--- config.mk ---
export PLATFORM = sky130hd
export DESIGN_NAME = rx_uart_frame_ctrl
export DESIGN_NICKNAME = d
export VERILOG_FILES = /design/src/rtl/rx_uart_pkg.sv /design/src/rtl/rx_uart_timeout_ctr.sv /design/src/rtl/rx_uart_frame_ctrl.sv
export SDC_FILE = /design/constraint.sdc
export NUM_CORES = 1
export LEC_CHECK = 0
export CAP_MARGIN = 10
export CORE_AREA = 2 2 151 153
export CTS_CLUSTER_SIZE = 14
export DETAILED_ROUTE_END_ITERATION = 8
export DIE_AREA = 0 0 153 155
export SLEW_MARGIN = 10
export SYNTH_ARGS = -nofsm -noshare
export SYNTH_HDL_FRONTEND = slang
export SYNTH_SLANG_ARGS = --single-unit
--- constraint.sdc ---
create_clock -name clk -period 3.5 [get_ports clk]
set_clock_uncertainty 0.2 [all_clocks]
set_input_delay 0.35 -clock clk [delete_from_list [all_inputs] [get_ports clk]]
set_output_delay 0.35 -clock clk [all_outputs]
set_load 0.005 [all_outputs]
--- src/rtl/rx_uart_pkg.sv ---
// Shared types and constants for the UART RX frame sequencer.
package rx_uart_pkg;

  typedef enum logic [2:0] {
    ST_IDLE,
    ST_CMD,
    ST_LEN,
    ST_DATA,
    ST_CSUM,
    ST_COMMIT
  } state_t;

  localparam logic [3:0] OPC_WRITE   = 4'h1;
  localparam logic [7:0] SOF_DEFAULT = 8'hA5;

  // Saturating increment for the rejected-frame counter
  function automatic logic [7:0] sat_inc(input logic [7:0] value);
    return (value == 8'hFF) ? value : value + 8'd1;
  endfunction

endpackage

--- src/rtl/rx_uart_timeout_ctr.sv ---
// Loadable down-counter: reloads on clear, counts while enabled, flags when it reaches zero.
module rx_uart_timeout_ctr #(
  parameter int unsigned CYCLES = 500000
) (
  input  logic clk,
  input  logic rst,
  input  logic clear,
  input  logic enable,
  output logic expired
);

  localparam int CNT_W = (CYCLES > 2) ? $clog2(CYCLES) : 1;
  localparam logic [CNT_W-1:0] LOAD = CNT_W'(CYCLES - 1);
  localparam logic [CNT_W-1:0] ONE  = CNT_W'(1);

  logic [CNT_W-1:0] count_reg;

  always_ff @(posedge clk) begin
    if (rst || clear) begin
      count_reg <= LOAD;
    end else if (enable && count_reg != '0) begin
      count_reg <= count_reg - ONE;
    end
  end

  assign expired = (count_reg == '0);

endmodule

--- src/rtl/rx_uart_frame_ctrl.sv ---
// Parses [SOF][CMD][LEN][DATA x LEN][CSUM] frames and replays the payload as register
// writes only once the XOR checksum has been verified.
module rx_uart_frame_ctrl
  import rx_uart_pkg::*;
#(
  parameter logic [7:0]  SOF_BYTE       = SOF_DEFAULT,
  parameter int unsigned MAX_LEN        = 8,
  parameter int unsigned TIMEOUT_CYCLES = 500000,
  parameter int unsigned ADDR_W         = 4
) (
  input  logic              clk,
  input  logic              rst,
  input  logic [7:0]        in_byte,
  input  logic              in_byte_valid,
  output logic              out_wr_en,
  output logic [ADDR_W-1:0] out_wr_addr,
  output logic [7:0]        out_wr_data,
  output logic              out_frame_done,
  output logic              out_frame_err,
  output logic              out_busy,
  output logic [7:0]        out_err_count
);

  localparam int IDX_W     = $clog2(MAX_LEN + 1);
  localparam int BUF_AW    = (MAX_LEN > 1) ? $clog2(MAX_LEN) : 1;
  localparam int BUF_DEPTH = 1 << BUF_AW;
  localparam logic [7:0]       MAX_LEN_B = 8'(MAX_LEN);
  localparam logic [IDX_W-1:0] IDX_ONE   = IDX_W'(1);

  state_t            state_reg;
  logic [IDX_W-1:0]  idx_reg;
  logic [IDX_W-1:0]  len_reg;
  logic [ADDR_W-1:0] addr_reg;
  logic [7:0]        csum_reg;
  logic [7:0]        payload_reg [BUF_DEPTH];

  logic              wr_en_reg;
  logic [ADDR_W-1:0] wr_addr_reg;
  logic [7:0]        wr_data_reg;
  logic              done_reg;
  logic              err_reg;
  logic              busy_reg;
  logic [7:0]        err_count_reg;

  logic in_frame;
  logic expired;
  logic reject;

  assign in_frame = (state_reg == ST_CMD) || (state_reg == ST_LEN) ||
                    (state_reg == ST_DATA) || (state_reg == ST_CSUM);

  // Every byte reloads the timer; a byte arriving on the expiry cycle therefore wins
  rx_uart_timeout_ctr #(
    .CYCLES(TIMEOUT_CYCLES)
  ) u_timeout (
    .clk    (clk),
    .rst    (rst),
    .clear  (in_byte_valid),
    .enable (in_frame),
    .expired(expired)
  );

  always_comb begin
    reject = 1'b0;
    if (in_frame) begin
      if (in_byte_valid) begin
        case (state_reg)
          ST_CMD:  reject = (in_byte[7:4] != OPC_WRITE);
          ST_LEN:  reject = (in_byte == 8'd0) || (in_byte > MAX_LEN_B);
          ST_CSUM: reject = (in_byte != csum_reg);
          default: reject = 1'b0;
        endcase
      end else begin
        reject = expired;
      end
    end
  end

  always_ff @(posedge clk) begin
    if (rst) begin
      state_reg     <= ST_IDLE;
      idx_reg       <= '0;
      len_reg       <= '0;
      addr_reg      <= '0;
      csum_reg      <= '0;
      wr_en_reg     <= 1'b0;
      wr_addr_reg   <= '0;
      wr_data_reg   <= '0;
      done_reg      <= 1'b0;
      err_reg       <= 1'b0;
      busy_reg      <= 1'b0;
      err_count_reg <= '0;
      for (int i = 0; i < BUF_DEPTH; i++) payload_reg[i] <= '0;
    end else begin
      wr_en_reg <= 1'b0;
      done_reg  <= 1'b0;
      err_reg   <= 1'b0;
      if (reject) begin
        state_reg     <= ST_IDLE;
        busy_reg      <= 1'b0;
        err_reg       <= 1'b1;
        err_count_reg <= sat_inc(err_count_reg);
      end else begin
        case (state_reg)
          ST_IDLE: begin
            if (in_byte_valid && in_byte == SOF_BYTE) begin
              state_reg <= ST_CMD;
              busy_reg  <= 1'b1;
            end
          end
          ST_CMD: begin
            if (in_byte_valid) begin
              state_reg <= ST_LEN;
              addr_reg  <= ADDR_W'(in_byte[3:0]);
              csum_reg  <= in_byte;
            end
          end
          ST_LEN: begin
            if (in_byte_valid) begin
              state_reg <= ST_DATA;
              len_reg   <= in_byte[IDX_W-1:0];
              csum_reg  <= csum_reg ^ in_byte;
              idx_reg   <= '0;
            end
          end
          ST_DATA: begin
            if (in_byte_valid) begin
              payload_reg[idx_reg[BUF_AW-1:0]] <= in_byte;
              csum_reg <= csum_reg ^ in_byte;
              idx_reg  <= idx_reg + IDX_ONE;
              if (idx_reg == len_reg - IDX_ONE) state_reg <= ST_CSUM;
            end
          end
          ST_CSUM: begin
            if (in_byte_valid) begin
              state_reg <= ST_COMMIT;
              idx_reg   <= '0;
            end
          end
          ST_COMMIT: begin
            // Incoming bytes are ignored here; one write per cycle, then the done pulse
            if (idx_reg == len_reg) begin
              state_reg <= ST_IDLE;
              busy_reg  <= 1'b0;
              done_reg  <= 1'b1;
            end else begin
              wr_en_reg   <= 1'b1;
              wr_addr_reg <= addr_reg + ADDR_W'(idx_reg);
              wr_data_reg <= payload_reg[idx_reg[BUF_AW-1:0]];
              idx_reg     <= idx_reg + IDX_ONE;
            end
          end
          default: begin
            state_reg <= ST_IDLE;
            busy_reg  <= 1'b0;
          end
        endcase
      end
    end
  end

  assign out_wr_en      = wr_en_reg;
  assign out_wr_addr    = wr_addr_reg;
  assign out_wr_data    = wr_data_reg;
  assign out_frame_done = done_reg;
  assign out_frame_err  = err_reg;
  assign out_busy       = busy_reg;
  assign out_err_count  = err_count_reg;

endmodule

## Word level (Yosys, flattened, before mapping)

Memory sizes are Yosys's and may differ from the RTL's. A register that Yosys moved wholly into a read port is not among the register bits.
Index checks and enable logic that the tools add are counted.

- Add/subtract/negate cells: 5
- Multiply operators: 0
- Div/mod/pow operators: 0
- $lt $le $gt $ge: 1
- Equal/unequal tests: 21
- Shift operators: 0
- Muxes and demuxes: 34
- Bitwise gates (word level): 6
- Reduce and logical (&&, ||, !) cells: 27

Operators by type and width:

| operator | number |
|---|---|
| $mux W3 | 8 |
| $mux W8 | 3 |
| $logic_not A19 Y1 | 1 |
| $reduce_bool A19 Y1 | 1 |
| $sub A19 B1 Y19 const B | 1 |
| $pmux W3 S6 | 1 |
| $eq A8 B8 Y1 const B | 2 |
| $pmux W8 S2 | 1 |
| $mux W1 | 15 |
| $ne A2 B2 Y1 const B | 7 |
| $mux W4 | 3 |
| $pmux W4 S3 | 1 |
| $reduce_and A3 Y1 | 4 |
| $add A8 B1 Y8 const B | 1 |
| $eq A4 B4 Y1 | 2 |
| $gt A8 B4 Y1 const B | 1 |
| $logic_not A8 Y1 | 1 |
| $ne A8 B8 Y1 | 1 |
| $reduce_or A8 Y1 | 1 |
| $xor A8 B8 Y8 | 1 |
| $reduce_and A7 Y1 | 1 |
| $eq A3 B2 Y1 const B | 2 |
| $eq A3 B3 Y1 const B | 2 |
| $ne A2 B1 Y1 const B | 3 |
| 18 further kinds | 30 |

- Flip-flop bits (word level): 58
- Bits in latches: 0
- Bits in writable memories: 64
- Memory bits (read-only): 0
- Input port bits: 11
- Output and inout bits: 24
- Logic and storage cells: 107
- Memories kept: 1

Memories:

| name | depth | width | rd ports | clocked after memory_dff | wr ports | line | source |
|---|---|---|---|---|---|---|---|
| payload_reg | 8 | 8 | 1 | 1 | 8 | rx_uart_frame_ctrl.sv:35 | `logic [7:0] payload_reg [BUF_DEPTH];` |

## Logic depth before layout (Yosys ltp)

Gate-level depths: netlist of the first run.

- Depth after elaboration: 10
- Gate-level depth with buffers: 10
- Mapped depth without buffers: 8

## Hierarchy

A second synthesis of the first run with hierarchy kept.

- Cell total of the unflattened synthesis: 619
- Area, all modules: 6,558.8 um2

By module, submodules not included:

| module | times used | cells an instance | area each (um2) | sequential area each (um2) |
|---|---|---|---|---|
| rx_uart_frame_ctrl | 1 | 497 | 5,501.5 | 2,862.7 |
| rx_uart_timeout_ctr | 1 | 122 | 1,057.3 | 380.4 |

## Worst setup path before layout of the first run

Ideal clock, no wire load.

- Path type: input to register
- Start point: input in_byte[3]
- End point: memory payload_reg[6][0] (enable)
- Data arrival time: 2.139 ns
- Data required time: 2.971 ns
- Path slack: 0.831 ns
- Stages on the path: 8
- Path buffers: 2
- Path through: buf_2 > xor2_1 > nor4_2 > a21oi_2 > o221a_4 > buf_6 > nor4_4 > or2_1

RTL lines:

| element | line | source |
|---|---|---|
| from (decl) | rx_uart_frame_ctrl.sv:13 | `input logic [7:0] in_byte,` |
| to (decl) | rx_uart_frame_ctrl.sv:35 |  |

==> flow_metrics.py, run 1 <==
metrics = {
    "synthesis": {
        "synth_top_cell_area_share": 0.294,
        "synthMostInstantiatedCell": "dfxtp_1",
        "yosysWarnings": 0,
        "synth_seq_area_share": 0.496,
        "synth_edf_count": 64,
        "netlist-cell-type-count": 63,
        "syn_inst": 610,
        "synth_common_cells": "dfxtp_1 (66), edfxtp_1 (64), and3_1 (51), nor2_1 (51), nand2_1 (34)",
        "synth_area_leaders": "edfxtp_1 (29%), dfxtp_1 (20%), and3_1 (4.9%)",
        "netlist_area_um2": 6540,
        "synthFlopType": "dfxtp_1",
        "syn_nets": 630,
        "synth-seq-cells": 130,
        "yosysTopAreaCell": "edfxtp_1",
        "syn_area_per_cell_um2": 10.7,
        "async_flop_share": 0,
    },
    "clock_network": {
        "clk_latency_ns": 0.42,
        "clk_pin_slew_ns": 0.06,
        "cts_hold_buf": 0,
        "post-cts-setup-buffer-count": 0,
        "tritoncts": "done",
        "clock_path_buffers": 2,
        "post_cts_resized": 0,
        "clockRootBuffer": "clkbuf_16",
        "clock-sinks": 130,
        "cts_buffers": 17,
        "cts_max_level": 4,
    },
    "timing": {
        "setup_viol": 0,
        "tightest_slew_ns": 0.885,
        "slew_headroom": 0.408,
        "tns_ns": 0,
        "hold_violations": 0,
        "period_minus_slack_ns": 2.91,
        "period_share": 0.832,
        "max_freq_ghz": 0.343,
        "rsz0062_at_grt": "no",
        "drv_slew": 0,
    },
    "cells_and_area": {
        "fin_util": 0.351,
        "fillCellCount": 2202,
        "syn_to_final_growth_pct": 19.5,
        "largest_reg_flops": 64,
        "nets": 670,
        "insertedDiodeCount": 0,
        "drive_above_1_share": 0.142,
    },
    "worst_setup_path": {
        "r2r_cells": 7,
        "worst_ep_required_time_ns": 3.47,
        "critical_path_arrival_ns": 2.88,
        "worst_r2r_startpoint": "state_reg[0]",
        "critPathMaxStageDelay_ns": 0.55,
        "cp_slowest_cell": "dfxtp_1",
        "critPathMaxFanout": 16,
        "startpoint_type": "register",
        "path_class": "register to register",
        "crit_chain": "or3b_1 > a21oi_1 > o22a_1 > o221a_4 > nor3_2 > buf_4 > and3_1",
        "cp_top_family": "compound AO/OA/AOI/OAI gates",
        "end_kind": "register",
        "setup.worst_path.start": "state_reg[0]",
        "path_buf_inv": 1,
        "path_depth": 7,
    },
    "power_and_ir_drop": {
        "power_frac_seq": 0.478,
        "p_int_mw": 2.64,
        "ir_worst_vdd_uv": 316,
        "switching_share": 0.225,
        "p_clk_frac": 0.483,
        "p_leak_nw": 2.88,
        "powerDensity_nw_per_um2": 436,
        "pwr-share-comb": 0.039,
        "p_switching_uw": 766,
    },
    "hold_path": {
        "holdCritPathClass": "register to register",
        "holdPathStages": 2,
        "worstHoldStart": "u_timeout.count_reg[18]",
    },
    "die": {
        "die_h_um": 155,
        "dieArea_um2": 23700,
        "start_util": 0.294,
        "fp.dieW_um": 153,
        "io_pins": 35,
        "core_um2": 22200,
        "fp-row-count": 55,
    },
    "grt": {
        "grt-ovfl-total": 0,
        "grt_use_total": 0.130,
        "grt_pass1_wl_mm": 24.5,
        "grt_max_degree": 37,
        "antenna_found_initial": 0,
        "grt_pass1_vias": 4354,
    },
    "route": {
        "drt_first_pass_iters": 5,
        "routed_wl_mm": 15.0,
        "drc_errors": 0,
        "wire_per_inst_um": 15.8,
        "ant_nets": 0,
        "vias": 4684,
        "drt-initial-drc-count": 327,
        "avgViaCountPerCell": 4.94,
    },
    "placed_design": {
        "detailed_place_hpwl_mm": 10.2,
        "place.gp.congestion": 0.768,
        "port_buffers": 34,
    },
    "status": {
        "status": "completed",
    },
    "run": {
        "maxCapViolCount": 0,
    },
}
==> cell type report <==
type / count / area (um^2) / area share
inverters: 11 / 41.3 / 0.00529
clock buffers: 19 / 433 / 0.0554
flip-flops and latches: 130 / 3240 / 0.415
clock inverters: 13 / 114 / 0.0146
well taps: 285 / 357 / 0.0457
multi-input cells: 424 / 3050 / 0.390
repair buffers: 66 / 576 / 0.0737
==> tightest hold or removal path, cell delays in order (launching register included) <==
cell and delay [ns]:
dfxtp_1 0.32, o31ai_1 0.07, nand2_1 0.05
==> layer usage <==
metal | global-route usage | vias up | share of wire
met5 | 0 | - | 0
met3 | 0.0273 | 6 | 0.049
met1 | 0.198 | 2256 | 0.52
li1 | - | 2323 | -
met2 | 0.182 | 99 | 0.43
met4 | 0.0441 | 0 | 0.0055
==> cell families (layout without fill, tap and decap cells) <==
family          Yosys count  after routing  share of synthesized area
buf+inv                  56            109                     0.0379
xor+xnor                 34             34                     0.0456
mux                      38             38                     0.0779
flops                   130            130                      0.496
simple gates            257            257                      0.230
fa+ha+maj                 9              9                     0.0184
compound gates           86             86                     0.0938
==> power by group through the flow <==
| stage | registers (mW) | clock network, mW | logic [mW] |
|---|---|---|---|
| after floorplan | 1.66 | 0 | 0.0724 |
| after global placement | 1.66 | 0 | 0.133 |
| after detailed placement | 1.66 | 0 | 0.134 |
| after CTS | 1.63 | 1.67 | 0.134 |
| after global routing | 1.63 | 1.74 | 0.145 |
| final | 1.63 | 1.65 | 0.132 |
==> metrics by stage <==
step	hold WS (ns)	std cells	area [um^2]	worst slack (ns)	total power, mW
after detailed placement	0.272	916	7260	0.275	1.80
after CTS	0.281	948	7810	0.594	3.43
after global routing	0.316	948	7810	0.389	3.52
final	0.283	948	7810	0.588	3.41
after floorplan	0.247	610	6540	0.831	1.73
after global placement	0.266	916	7260	0.309	1.79
==> path summary, 6_finish.rpt <==
path	endpoint	slack, ns
setup / recovery	payload_reg[1][2]	0.59
hold reg to reg	u_timeout.count_reg[18]	0.28
setup reg to reg	payload_reg[1][2]	0.59
hold / removal	u_timeout.count_reg[18]	0.28
==> placed cells by master (no fill, tap or decap), types with 9 or more instances in the layout <==
cell type,count
nand2_1,34
edfxtp_1,64
clkdlybuf4s50_1,33
a21oi_1,13
clkbuf_16,17
a211oi_1,9
xnor2_1,11
mux2i_1,25
mux4_2,10
nor3_1,18
and3_1,51
nand2b_1,10
nor2b_1,12
o21ai_0,10
buf_4,32
nor2_1,51
dfxtp_1,65
inv_1,11
and2_1,19
a31oi_1,11
xor2_1,23
nand3b_1,10
Power figures use the tool's default switching activity.
==> inputs of run 2 (changes only) <==
Clock period 3.5 ns to 2.8 ns, I/O delays scaled along.
==> run 2 against run 1 <==
  * Via count is 1.8% higher
  * Die area stayed put
  * Sequential power is 25% higher
  * Critical endpoint is now payload_reg[1][5]
  * Largest power group unchanged
  * Highest routed layer unchanged
==> flow_metrics.py, run 2 (same netlist as run 1, synthesis figures left out) <==
metrics = {
    "worst_setup_path": {
        "path_buf_inv": 2,
        "cp_slowest_cell": "or3_4",
        "crit_chain": "or3_4 > nand4bb_4 > nor2_2 > o221a_4 > buf_4 > nor3_2 > buf_4 > and3_1",
        "path_class": "register to register",
        "worst_r2r_startpoint": "u_timeout.count_reg[7]",
        "end_kind": "register",
        "startpoint_type": "register",
        "critPathMaxFanout": 16,
        "reg2reg_to": "payload_reg[1][5]",
        "r2r_setup_slack_ns": 0.24,
        "cp_top_family": "simple AND/OR/NAND/NOR gates",
        "cpMostUsedCell": "buf_4",
        "critPathMaxStageDelay_ns": 0.41,
        "worst_ep_required_time_ns": 2.78,
        "r2r_cells": 8,
        "critical_path_arrival_ns": 2.53,
    },
    "power_and_ir_drop": {
        "ir_worst_vdd_uv": 313,
        "p_total_mw": 4.37,
        "powerDensity_nw_per_um2": 542,
        "p_leak_nw": 3.02,
    },
    "hold_path": {
        "holdCritPathClass": "input port to register",
        "hold_path_end": "out_err_count[2]",
        "worstHoldStart": "rst",
        "holdPathStages": 2,
    },
    "route": {
        "routed_wl_mm": 15.2,
        "drt_first_pass_iters": 5,
        "ant_nets": 0,
        "vias": 4769,
        "avgViaCountPerCell": 4.91,
        "wire_per_inst_um": 15.7,
        "drt-initial-drc-count": 361,
        "drc_errors": 0,
    },
    "timing": {
        "max_freq_ghz": 0.391,
        "setup_viol": 0,
        "period_minus_slack_ns": 2.56,
        "slew_headroom": 0.603,
        "drv_slew": 0,
        "hold_violations": 0,
        "period_share": 0.913,
        "layout_setup_ws_ns": 0.244,
        "tightest_slew_ns": 0.590,
        "rsz0062_at_grt": "no",
    },
    "die": {
        "start_util": 0.294,
        "fp.dieW_um": 153,
        "core_um2": 22200,
        "dieArea_um2": 23700,
        "fp-row-count": 55,
        "die_h_um": 155,
        "io_pins": 35,
    },
    "clock_network": {
        "clk_latency_ns": 0.43,
        "post-cts-setup-buffer-count": 0,
        "clockRootBuffer": "clkbuf_16",
        "clock-sinks": 130,
        "cts_buffers": 17,
        "cts_hold_buf": 0,
        "tritoncts": "done",
        "clk_pin_slew_ns": 0.06,
        "clock_path_buffers": 2,
        "cts_max_level": 4,
        "post_cts_resized": 0,
    },
    "grt": {
        "grt-ovfl-total": 0,
        "grt_pass1_wl_mm": 24.4,
        "antenna_found_initial": 0,
        "grt_pass1_vias": 4443,
        "grt_max_degree": 28,
        "grt_use_total": 0.131,
    },
    "cells_and_area": {
        "nets": 693,
        "mostFrequentLayoutCells": "dfxtp_1 (65), edfxtp_1 (64), nor2_1 (51), and3_1 (51), buf_4 (50)",
        "final_area_um2": 8070,
        "fillCellCount": 2163,
        "fin_util": 0.363,
        "insertedDiodeCount": 0,
        "drive_above_1_share": 0.168,
        "layout_commonest_cell": "dfxtp_1",
        "syn_to_final_growth_pct": 23.4,
        "largest_reg_flops": 64,
    },
    "placed_design": {
        "port_buffers": 34,
        "place_ws_ns": -0.0634,
        "placed_area_um2": 7500,
        "detailed_place_hpwl_mm": 10.5,
        "place.gp.congestion": 0.790,
    },
    "status": {
        "status": "completed",
    },
    "run": {
        "maxCapViolCount": 0,
    },
}
## run 2: cell count changes in the layout (fill, tap and decap cells not counted)
cell / before / now
buf_4: 32 / 50
buf_12: 0 / 5
clkinv_1: 1 / 4
clkinv_2: 3 / 0
bufinv_16: 1 / 2
clkbuf_1: 2 / 1
clkinv_4: 3 / 2
clkinvlp_4: 4 / 5
## run 2: power by group
part	internal, mW	switching [mW]	total, mW
sequential	2.02	0.0124	2.04
combinational	0.0750	0.108	0.183
clock	1.30	0.850	2.15
total	3.40	0.970	4.37
## run 2: final cells by class
type,count,area [um^2],share of cell area
timing repair buffer,89,811,0.101
sequential,130,3240,0.402
clock inverter,14,139,0.0172
multi-input combinational,424,3050,0.378
inverter,11,41.3,0.00512
tap,285,357,0.0442
clock buffer,18,429,0.0532
## run 2: worst reg2reg max path, cell delays in order (launching register included)
cell       delay (ns)
dfxtp_1          0.34
or3_4            0.41
nand4bb_4        0.25
nor2_2           0.21
o221a_4          0.26
buf_4            0.17
nor3_2           0.05
buf_4            0.20
and3_1           0.20
## run 2: worst max path at each step
stage / start / endpoint / slack, ns / depth (start not counted)
after floorplan: in_byte[3] / payload_reg[6][0] / 0.20 / 8
after global placement: in_byte[2] / out_err_count[7] / -0.05 / 9
after detailed placement: in_byte[5] / payload_reg[6][7] / -0.06 / 9
after CTS: u_timeout.count_reg[7] / payload_reg[1][5] / 0.24 / 8
after global routing: u_timeout.count_reg[7] / payload_reg[1][5] / 0.13 / 8
final: u_timeout.count_reg[7] / payload_reg[1][5] / 0.24 / 8
## run 2: layer usage
metal  part of all wire  wire, um  vias up  track usage
li1                   -         -     2360            -
met1               0.51      7720     2264        0.196
met2               0.43      6470      130        0.189
met3              0.051       775       15       0.0245
met4              0.015       231        0       0.0463
met5                  0         0        -            0
## run 2: through the flow
stage	TNS [ns]	std cells	hold WS [ns]
final	0	971	0.117
after CTS	0	971	0.106
after detailed placement	-1.10	939	0.270
after floorplan	0	610	0.247
after global placement	-0.0548	939	0.268
after global routing	0	971	0.159
==> inputs of run 3 (changes only) <==
Settings changed: PLACE_DENSITY set to 0.5.
==> run 3 against run 2 <==
  * Sequential power about the same
  * Largest cell class unchanged
  * Count of clock-buffer cells in the layout unchanged
  * Total power is 1.1% lower
  * Combinational power grew 4%
  * Utilization fell by 0.096 points
  * Global-route usage rose by 1.0 points
  * Non-clock buffer count rose by 2
  * Die area is the same
  * First-iteration DRC count decreased by 1.1%
  * Maximum frequency is 2.9% lower
  * Sequential share of layout area rose by 0.091 points
==> flow_metrics.py, run 3 (same netlist as run 1, synthesis figures left out) <==
metrics = {
    "timing": {
        "rsz0062_at_grt": "no",
        "period_share": 0.940,
        "period_minus_slack_ns": 2.63,
        "tightest_slew_ns": 0.724,
        "setup_viol": 0,
        "max_freq_ghz": 0.380,
        "slew_headroom": 0.517,
        "tns_ns": 0,
        "hold_violations": 0,
        "drv_slew": 0,
    },
    "clock_network": {
        "cts_hold_buf": 0,
        "cts_buffers": 17,
        "clock-sinks": 130,
        "post-cts-setup-buffer-count": 0,
        "clk_pin_slew_ns": 0.06,
        "post_cts_resized": 0,
        "cts_max_level": 4,
        "tritoncts": "done",
        "clock_path_buffers": 2,
        "clk_latency_ns": 0.42,
        "clockRootBuffer": "clkbuf_16",
    },
    "cells_and_area": {
        "multiInputGateArea_um2": 3050,
        "final_cells": 973,
        "nets": 695,
        "insertedDiodeCount": 0,
        "layout_commonest_cell": "dfxtp_1",
        "mostFrequentLayoutCells": "dfxtp_1 (66), edfxtp_1 (64), buf_4 (54), nor2_1 (51), and3_1 (51)",
        "seqCellArea_um2": 3240,
        "largest_reg_flops": 64,
        "final_area_um2": 8050,
        "syn_to_final_growth_pct": 23.1,
        "drive_above_1_share": 0.176,
        "fillCellCount": 2173,
    },
    "grt": {
        "antenna_found_initial": 0,
        "grt_pass1_wl_mm": 26.3,
        "grt_max_degree": 30,
        "grt_pass1_vias": 4833,
        "grt_use_total": 0.142,
        "grt-ovfl-total": 0,
    },
    "placed_design": {
        "detailed_place_hpwl_mm": 11.3,
        "dp_cells": 941,
        "place.gp.congestion": 0.808,
        "placed_area_um2": 7490,
        "port_buffers": 34,
    },
    "worst_setup_path": {
        "critPathMaxFanout": 16,
        "critical_path_arrival_ns": 2.61,
        "setup.worst_path.start": "u_timeout.count_reg[7]",
        "startpoint_type": "register",
        "end_kind": "register",
        "worst_ep_required_time_ns": 2.77,
        "worst_r2r_startpoint": "u_timeout.count_reg[7]",
        "path_class": "register to register",
    },
    "route": {
        "wire_per_inst_um": 16.7,
        "routed_wl_mm": 16.2,
        "vias": 4871,
        "ant_nets": 0,
        "drt_first_pass_iters": 5,
        "drt-initial-drc-count": 357,
        "drc_errors": 0,
        "avgViaCountPerCell": 5.01,
    },
    "run": {
        "maxCapViolCount": 0,
    },
    "hold_path": {
        "holdCritPathClass": "input port to register",
        "worstHoldStart": "rst",
    },
    "power_and_ir_drop": {
        "ir_worst_vdd_uv": 387,
        "p_leak_nw": 3.03,
        "powerDensity_nw_per_um2": 537,
    },
    "die": {
        "dieArea_um2": 23700,
        "core_um2": 22200,
        "io_pins": 35,
        "start_util": 0.294,
        "fp-row-count": 55,
        "die_h_um": 155,
        "fp.dieW_um": 153,
    },
    "status": {
        "status": "completed",
    },
}
## run 3: changes by cell type in the layout (fill, tap and decap cells not counted), sizes merged
cell	change
clkinvlp	-3
inv	+6
clkinv	-1
bufinv	-2
buf	+2
## run 3: stage by stage
step / utilization / setup WS, ns / power [mW] / hold WS, ns
final: 0.362 / 0.167 / 4.32 / 0.202
after global routing: 0.362 / 0.0162 / 4.48 / 0.225
after floorplan: - / 0.201 / 2.16 / 0.247
after global placement: 0.337 / -0.0829 / 2.26 / 0.268
after CTS: 0.362 / 0.168 / 4.37 / 0.186
after detailed placement: 0.337 / -0.166 / 2.27 / 0.277
## run 3: critical path, stage by stage (launching register included)
cell       delay (ns)
dfxtp_1          0.34
or3_4            0.41
nand4bb_4        0.27
nor2_2           0.20
o221a_4          0.25
buf_4            0.23
nor3_2           0.07
buf_4            0.21
and3_1           0.19
## run 3: layer usage
metal | vias to the layer above | routed length (um) | GRT usage
met5 | - | 0 | 0
met4 | 0 | 174 | 0.0397
met3 | 12 | 678 | 0.0334
met2 | 114 | 7270 | 0.215
met1 | 2379 | 8090 | 0.202
li1 | 2366 | - | -
## run 3: final cells by class
| cell class | count | area share |
|---|---|---|
| clock inverter | 14 | 0.0148 |
| inverter | 11 | 0.00513 |
| timing repair buffer | 91 | 0.0995 |
| tap | 285 | 0.0443 |
| sequential | 130 | 0.403 |
| clock buffer | 18 | 0.0546 |
| multi-input combinational | 424 | 0.379 |
## run 3: power by group
group          switching, mW  internal, mW
clock                  0.912          1.18
sequential            0.0128          2.02
combinational          0.113        0.0779
total                   1.04          3.28
## run 3: final timing paths
check / slack (ns) / depth (start not counted) / to
max: 0.17 / 8 / payload_reg[0][1]
max reg2reg: 0.17 / 8 / payload_reg[0][1]
min: 0.20 / 2 / out_frame_err
min reg2reg: 0.28 / 2 / u_timeout.count_reg[18]
